`config.mk`:
```
export PLATFORM = sky130hd
export DESIGN_NAME = wb_trace_buffer
export DESIGN_NICKNAME = d
export VERILOG_FILES = /design/src/rtl/wb_trace_buffer.sv
export SDC_FILE = /design/constraint.sdc
export NUM_CORES = 1
export LEC_CHECK = 0
export CAP_MARGIN = 20
export CORE_MARGIN = 2
export CORE_UTILIZATION = 59
export CTS_BUF_LIST = sky130_fd_sc_hd__clkbuf_8
export DETAILED_ROUTE_END_ITERATION = 12
export GPL_TIMING_DRIVEN = 0
export PLACE_DENSITY_LB_ADDON = 0.05
export RECOVER_POWER = 50
export SYNTH_ARGS = -nofsm -noshare
export SYNTH_HDL_FRONTEND = slang
export SYNTH_SLANG_ARGS = --single-unit
export TNS_END_PERCENT = 1
```
`constraint.sdc`:
```
create_clock -name clk -period 9.1 [get_ports clk]
set_clock_uncertainty 0.1 [all_clocks]
set_input_delay 0.91 -clock clk [delete_from_list [all_inputs] [get_ports clk]]
set_output_delay 0.91 -clock clk [all_outputs]
set_load 0.03 [all_outputs]
```
`src/rtl/wb_trace_buffer.sv`:
```
// Wishbone transaction tracer: snoops one master port, filters acked cycles
// by address window and direction, timestamps them into a drainable FIFO.
//
// Ports:
//   clk, reset         clock and synchronous active-low reset
//   mon_*              snooped Wishbone cycle (cyc/stb/ack/we/adr/dat_w/dat_r)
//   enable             capture enable
//   filt_base/mask     address window: hit when (adr ^ base) & mask == 0
//   filt_mode          00 all, 01 reads, 10 writes, 11 none
//   stop_full          1 drops new entries when full, 0 overwrites oldest
//   clear              synchronous flush of entries and drop counter
//   out_valid/ready    valid/ready drain of the head entry
//   out_adr/dat/we/ts  head entry fields
//   count, drops       occupancy and saturating lost-entry count
module wb_trace_buffer #(
  parameter int adr_width  = 32,
  parameter int dat_width  = 32,
  parameter int depth_log2 = 4,
  parameter int ts_width   = 16,
  parameter int drop_width = 8
) (
  input  logic                  clk,
  input  logic                  reset,
  input  logic                  mon_cyc,
  input  logic                  mon_stb,
  input  logic                  mon_ack,
  input  logic                  mon_we,
  input  logic [adr_width-1:0]  mon_adr,
  input  logic [dat_width-1:0]  mon_dat_w,
  input  logic [dat_width-1:0]  mon_dat_r,
  input  logic                  enable,
  input  logic [adr_width-1:0]  filt_base,
  input  logic [adr_width-1:0]  filt_mask,
  input  logic [1:0]            filt_mode,
  input  logic                  stop_full,
  input  logic                  clear,
  output logic                  out_valid,
  input  logic                  out_ready,
  output logic [adr_width-1:0]  out_adr,
  output logic [dat_width-1:0]  out_dat,
  output logic                  out_we,
  output logic [ts_width-1:0]   out_ts,
  output logic [depth_log2:0]   count,
  output logic [drop_width-1:0] drops
);

  localparam int DEPTH = 1 << depth_log2;
  localparam int EW    = 1 + ts_width + dat_width + adr_width;

  logic [EW-1:0]         mem_q [DEPTH];
  logic [depth_log2-1:0] wr_q, wr_d;
  logic [depth_log2-1:0] rd_q, rd_d;
  logic [depth_log2:0]   count_q, count_d;
  logic [drop_width-1:0] drops_q, drops_d;
  logic [ts_width-1:0]   ts_q, ts_d;

  logic                 dir_ok;
  logic                 win_ok;
  logic                 hit;
  logic                 full;
  logic                 pop;
  logic                 mem_we;
  logic [dat_width-1:0] cap_dat;
  logic [EW-1:0]        entry;

  always_comb begin
    unique case (filt_mode)
      2'b00:   dir_ok = 1'b1;
      2'b01:   dir_ok = ~mon_we;
      2'b10:   dir_ok = mon_we;
      default: dir_ok = 1'b0;
    endcase
  end

  assign win_ok  = ((mon_adr ^ filt_base) & filt_mask) == '0;
  assign hit     = mon_cyc & mon_stb & mon_ack
                 & enable & win_ok & dir_ok;
  assign cap_dat = mon_we ? mon_dat_w : mon_dat_r;
  assign entry   = {mon_we, ts_q, cap_dat, mon_adr};

  // count never exceeds DEPTH, so its MSB alone flags full
  assign full      = count_q[depth_log2];
  assign out_valid = count_q != '0;
  assign pop       = out_valid & out_ready;

  always_comb begin
    wr_d    = wr_q;
    rd_d    = rd_q;
    count_d = count_q;
    drops_d = drops_q;
    mem_we  = 1'b0;
    ts_d    = ts_q + 1'b1;
    if (clear) begin
      wr_d    = '0;
      rd_d    = '0;
      count_d = '0;
      drops_d = '0;
    end else begin
      // when full, wr == rd, so an overwrite lands on the oldest slot
      if (hit && (!full || pop || !stop_full)) begin
        mem_we = 1'b1;
        wr_d   = wr_q + 1'b1;
      end
      if (pop || (hit && full && !stop_full))
        rd_d = rd_q + 1'b1;
      if (hit && !full && !pop)
        count_d = count_q + 1'b1;
      else if (!hit && pop)
        count_d = count_q - 1'b1;
      if (hit && full && !pop && drops_q != '1)
        drops_d = drops_q + 1'b1;
    end
  end

  always_ff @(posedge clk) begin
    if (!reset) begin
      wr_q    <= '0;
      rd_q    <= '0;
      count_q <= '0;
      drops_q <= '0;
      ts_q    <= '0;
    end else begin
      wr_q    <= wr_d;
      rd_q    <= rd_d;
      count_q <= count_d;
      drops_q <= drops_d;
      ts_q    <= ts_d;
    end
  end

  always_ff @(posedge clk) begin
    if (mem_we && reset)
      mem_q[wr_q] <= entry;
  end

  assign {out_we, out_ts, out_dat, out_adr} = mem_q[rd_q];
  assign count = count_q;
  assign drops = drops_q;

endmodule

```
==> results of run 1 <==
registers in the layout, summed over array words and instances (netlist names), named ones only:
register / flops
drops: 8
ts_q: 16
count: 5
mem_q: 1296
rd_q: 4
wr_q: 4
cell usage in the layout (no fill, tap or decap), drive strengths merged, types with 2 or more instances in the layout:
cell,instances
a211oi,2
a21o,2
a21oi,9
a22oi,17
a31oi,2
and2,15
and3,7
buf,160
bufinv,5
clkbuf,281
clkdlybuf4s50,218
clkinv,83
dfxtp,41
diode,3
dlygate4sd3,48
edfxtp,1296
ha,10
inv,68
mux2,33
mux2i,3
mux4,405
nand2,19
nand2b,4
nand3,28
nand4,5
nand4b,4
nor2,26
nor2b,3
nor3,11
o211ai,3
o21ai,6
o31ai,5
or3,5
or4,3
xnor2,13
xor2,38
final timing paths:
kind / startpoint / depth (start not counted) / endpoint / slack (ns)
max: mon_we / 14 / mem_q[2][46]$_DFFE_PP_ / 2.85
min: count[2]$_SDFFE_PP0P_ / 2 / count[2]$_SDFFE_PP0P_ / 0.41
max reg2reg: count[4]$_SDFFE_PP0P_ / 12 / mem_q[2][46]$_DFFE_PP_ / 5.18
min reg2reg: count[2]$_SDFFE_PP0P_ / 2 / count[2]$_SDFFE_PP0P_ / 0.41
worst max-delay path, delay by kind of cell:
| kind | cells | cell delay (ns) |
|---|---|---|
| compound gates | 1 | 0.49 |
| simple gates | 5 | 1.48 |
| mux | 1 | 0.56 |
| buf+inv | 7 | 3.20 |
per-stage QoR:
step	setup WS, ns	power [W]	hold slack (ns)	util [%]
finish	2.851	0.01150	0.4074	70.95
CTS	2.650	0.01159	0.3993	70.59
global placement	-8.764	0.007092	0.3741	64.15
global route	2.666	0.01184	0.4304	70.95
detailed placement	3.033	0.007107	0.3910	66.33
floorplan	0.6848	0.006950	0.3591	-
logic make-up after synthesis:
group           count (synthesis)
compound gates                 50
xor+xnor                       51
fa+ha+maj                      11
buf+inv                       107
flops                        1337
mux                           441
simple gates                  135
layer usage:
| metal | part of all wire [%] | wire, um | track usage (%) | up-vias |
|---|---|---|---|---|
| li1 | - | - | - | 10441 |
| met1 | 38 | 47900 | 39.31 | 13463 |
| met2 | 51 | 63630 | 47.59 | 1258 |
| met3 | 8.1 | 10160 | 5.291 | 246 |
| met4 | 2.7 | 3419 | 8.952 | 4 |
| met5 | 0.021 | 26 | 0 | - |
power breakdown:
part           internal (W)  switching (W)  leakage, nW  total, W
Clock               0.00226        0.00226         2.09   0.00453
Sequential          0.00675     0.00000599         12.2   0.00676
Combinational     0.0000821       0.000128         4.97  0.000210
area by class of cell:
cell class	count	share of cell area, %
well taps	1155	2.355
diodes	3	0.01223
clock inverters	151	1.366
repair buffers	399	7.854
multi-input cells	688	18.35
plain buffers	101	0.6260
inverters	6	0.03670
flip-flops and latches	1337	64.76
clock buffers	207	4.643
==> flow_summary_export.csv, run 1 <==
group,metric,value,unit
synth,synth-warning-count,0,
critical_path,crit_chain,"dlygate4sd3_1, clkbuf_1, mux2_1, a211oi_1, nand3_1, nor2_1, nand2_1, nand4b_1, nor3_1, clkbuf_1, buf_6, buf_6, buf_6, buf_6",
routing,firstDrtPassIters,6,
routing,drt_iter0_drc,2820,
sta,fmax,160.0,MHz
synth,ys.flop_type,"edfxtp_1",
clock_tree,post_cts_resized,0,
sta,hold_violations,0,
final_layout,regArea,39740,um^2
synth,synth.largest_area_cell,"edfxtp_1",
floorplan,rows,108,
floorplan,core_area,86480,um^2
sta,rsz0062_at_grt,"false",
clock_tree,clk_latency,0.86,ns
routing,drt_wl_total,125100,um
hold_path,worstHoldPathType,"reg -> reg",
global_route,antenna_found_initial,6,
clock_tree,clkSinkCount,1337,
critical_path,arrival,6.67,ns
sta,fin_setup_tns,0,ns
global_route,grt-ovfl-total,0,
place,postPlaceCellArea,57360,um^2
sta,slew_viol_final,0,
run_status,status,"complete, no violations",
clock_tree,root_buffer,"clkbuf_8",
final_layout,layout.cells.non_filler,4047,
clock_tree,htreeDepth,4,
final_layout,final_cell_area,61360,um^2
global_route,grt_start_max_net_pins,23,
critical_path,cp-end-kind,"flop",
routing,via_count,25412,
synth,yosys_register_bits,1337,
synth,synth_edf_count,1296,
floorplan,die_x,299.1,um
floorplan,num_io_pins,267,
synth,synth_top_area_share,75.76,%
synth,syn_avg_cell_area,24.09,um^2
synth,yosysUniqueCellTypes,47,
routing,wl_per_cell,30.92,um
synth,synthTopCellsByCount,"edfxtp_1 (1296), mux4_2 (405), clkbuf_1 (71), dfxtp_1 (41), xor2_1 (38)",
sta,setup_viol,0,
place,dpl.hpwl,79700,um
floorplan,start_util,59.40,%
global_route,grt_pass1_vias,26453,
critical_path,slowest_delay,0.91,ns
synth,synth_top_family_by_area,"multiplexers",
routing,viasPerCell,6.279,
global_route,track_usage,28.61,%
synth,syn-cell-area,51370,um^2
final_layout,syn2layout_area_growth,19.45,%
clock_tree,clk_pin_slew,0.07,ns
clock_tree,cts_setup_buffers,0,
synth,seq_area_frac_synth,77.36,%
job,drv_cap,0,
clock_tree,cts_hold_buf,0,
place,place_congestion,0.8126,
synth,synthAdderAreaFrac,0.2825,%
power,powerDensity,187.4,nW/um^2
floorplan,die_h,299.1,um
synth,synthTopCellsByArea,"edfxtp_1 (76%), mux4_2 (18%), dfxtp_1 (1.6%), mux2_2 (0.70%), xor2_1 (0.65%)",
place,dp_cells,3658,
critical_path,cp-start-kind,"primary input",
critical_path,worstPathMaxFanout,17,
synth,async_reset_ff_share,0,%
final_layout,fill_cells,5168,
sta,relSlewSlack,25.77,%
synth,synth_compound_area_share,0.6917,%
synth,muxShareOfSynthArea,18.55,%
critical_path,crit_top_cell,"buf_6",
synth,yosysMostFrequentCell,"edfxtp_1",
global_route,grt_pass1_wl,179300,um
synth,synthSimpleGateAreaFrac,1.447,%
routing,drt_drc_violations_left,0,
final_layout,final_nets,2918,
clock_tree,cts_buffers,202,
clock_tree,cts_buffer_depth,3,
sta,period_minus_slack,6.249,ns
final_layout,multiInputGateArea,11260,um^2
routing,ant_nets,0,
final_layout,drive_above_1_share,27.66,%
critical_path,slowest_stage,"dlygate4sd3_1",
power,peakVddDrop,0.0001538,V
place,io_buffers,266,
sta,worstMarginPinSlew,1.113,ns
power,total_leakage_power,19.27,nW
synth,synth_cells,2132,
critical_path,crit_type,"in -> reg",
floorplan,die_area,89440,um^2
sta,period_share,68.67,%
critical_path,required,9.52,ns
clock_tree,cts_tree,"done",
synth,yosys.area_share.xor_xnor,0.8695,%
synth,synth_nets,2315,
(Power assumes the default switching activity.)
==> run 2: changes to the inputs <==
- clock period: 9.1 -> 6.5 ns (I/O delays scaled with it)
==> run 2 against run 1 <==
Net effect:
- sequential share of layout area is essentially flat
- via count is 0.48% lower
- wire length fell by 1.7%
- combinational power grew 40%
- die area unchanged
- largest power group unchanged
- flip-flop and latch count did not move
==> flow_summary_export.csv, run 2 (same netlist as run 1, synthesis figures left out) <==
group,metric,value,unit
routing,firstDrtPassIters,7,
place,dpl.hpwl,77480,um
routing,drt_drc_violations_left,0,
final_layout,drive_above_1_share,27.65,%
hold_path,hp-start,"drops[5]$_SDFFE_PP0P_",
sta,fin_setup_tns,0,ns
floorplan,die_x,299.1,um
routing,met1Wirelength,47310,um
final_layout,largest_register_ffs,1296,
global_route,grt_pass1_vias,26215,
clock_tree,clk_latency,0.86,ns
global_route,track_usage,28.17,%
clock_tree,cts_tree,"done",
sta,fmax,166.4,MHz
final_layout,final_nets,2906,
sta,hold_violations,0,
critical_path,reg2reg_slack,2.73,ns
final_layout,layout.cells.non_filler,4046,
critical_path,cp-end-kind,"output port",
global_route,grt_start_max_net_pins,25,
critical_path,required,5.75,ns
critical_path,worstPathMaxFanout,10,
place,place_congestion,0.8008,
global_route,grt-ovfl-total,0,
power,total_leakage_power,19.31,nW
final_layout,mostFrequentLayoutCell,"edfxtp_1",
sta,period_share,92.43,%
floorplan,num_io_pins,267,
final_layout,layout_common_cells,"edfxtp_1 (1296), mux4_2 (405), clkbuf_8 (224)",
sta,period_minus_slack,6.008,ns
power,total_power,0.01628,W
run_status,status,"complete, no violations",
critical_path,crit_type,"reg -> out",
sta,setup_slack,0.4919,ns
clock_tree,cts_hold_buf,0,
clock_tree,clk_pin_slew,0.06,ns
critical_path,crit_chain,"clkbuf_1, clkbuf_1, buf_1, mux4_2, mux4_2, clkdlybuf4s50_1",
floorplan,die_area,89440,um^2
sta,setup_viol,0,
routing,drt_wl_total,123000,um
final_layout,final_core_util,70.95,%
clock_tree,cts_setup_buffers,0,
critical_path,slowest_delay,0.87,ns
critical_path,arrival,5.26,ns
sta,relSlewSlack,5.472,%
global_route,grt_pass1_wl,177200,um
floorplan,rows,108,
critical_path,cp_top_family,"buffers and inverters",
routing,routed.top_layer,"met5",
floorplan,die_h,299.1,um
job,drv_cap,0,
clock_tree,root_buffer,"clkbuf_8",
critical_path,timing.rr.start,"count[4]$_SDFFE_PP0P_",
global_route,antenna_found_initial,6,
power,peakVddDrop,0.0002021,V
routing,dr_wl_met2,63280,um
routing,via_count,25290,
routing,ant_nets,0,
critical_path,slowest_stage,"clkbuf_1",
routing,wl_met3,9676,um
routing,wl_per_cell,30.40,um
floorplan,core_area,86480,um^2
sta,worstMarginPinSlew,1.413,ns
place,pre_cts_ws,0.8202,ns
place,io_buffers,266,
floorplan,start_util,59.40,%
clock_tree,cts_buffers,208,
sta,rsz0062_at_grt,"false",
hold_path,worstHoldPathType,"reg -> reg",
clock_tree,htreeDepth,4,
power,powerDensity,265.3,nW/um^2
clock_tree,post_cts_resized,0,
final_layout,fill_cells,5224,
final_layout,syn2layout_area_growth,19.45,%
routing,viasPerCell,6.251,
final_layout,largest_register,"mem_q",
place,dp_cells,3647,
sta,slew_viol_final,0,
clock_tree,cts_buffer_depth,3,
clock_tree,clkSinkCount,1337,
routing,drt_iter0_drc,2862,
critical_path,cp-start-kind,"flop",
critical_path,cp_num_buf_inv,4,
[run 2: cell count changes in the layout (fill, tap and decap cells not counted), sizes merged]
cell | before | now
buf | 160 | 144
bufinv | 5 | 6
clkbuf | 281 | 296
clkdlybuf4s50 | 218 | 219
clkinv | 83 | 73
clkinvlp | 1 | 3
diode | 3 | 5
dlygate4sd3 | 48 | 47
inv | 68 | 73
[run 2: per-stage QoR]
stage	area, um^2	hold slack [ns]
6_report	61360	0.3949
5_1_grt	61350	0.4552
4_1_cts	61120	0.3986
3_5_place_dp	57270	0.3914
3_3_place_gp	55480	0.3760
2_1_floorplan	51370	0.3591
[run 2: tightest hold or removal path: stages (launching register included)]
cell and delay, ns:
dfxtp_1 0.33, o31ai_1 0.07, a21oi_1 0.06
[run 2: layout make-up]
cell class | count | area, um^2 | share of cell area, %
Buffer | 101 | 384.1 | 0.6260
Tap cell | 1155 | 1445 | 2.355
Antenna cell | 5 | 12.51 | 0.02039
Clock inverter | 149 | 765.7 | 1.248
Clock buffer | 224 | 3083 | 5.024
Sequential cell | 1337 | 39740 | 64.76
Inverter | 6 | 22.52 | 0.03670
Timing Repair Buffer | 381 | 4638 | 7.559
Multi-Input combinational cell | 688 | 11270 | 18.37
[run 2: worst paths after layout]
| kind | end | cells past startpoint |
|---|---|---|
| max | out_we | 6 |
| min | drops[5]$_SDFFE_PP0P_ | 2 |
| max reg2reg | mem_q[9][41]$_DFFE_PP_ | 10 |
| min reg2reg | drops[5]$_SDFFE_PP0P_ | 2 |
[run 2: where the power goes]
group	switching (W)	internal, W	leakage [nW]
sequential	0.00000813	0.00946	12.2
combinational	0.000179	0.000115	4.87
clock	0.00313	0.00339	2.22
total	0.00332	0.0130	19.3
[run 2: routing by layer]
metal	up-vias	global-route usage (%)
li1	10433	-
met1	13526	38.91
met2	1136	47.12
met3	193	5.161
met4	2	7.893
met5	-	0
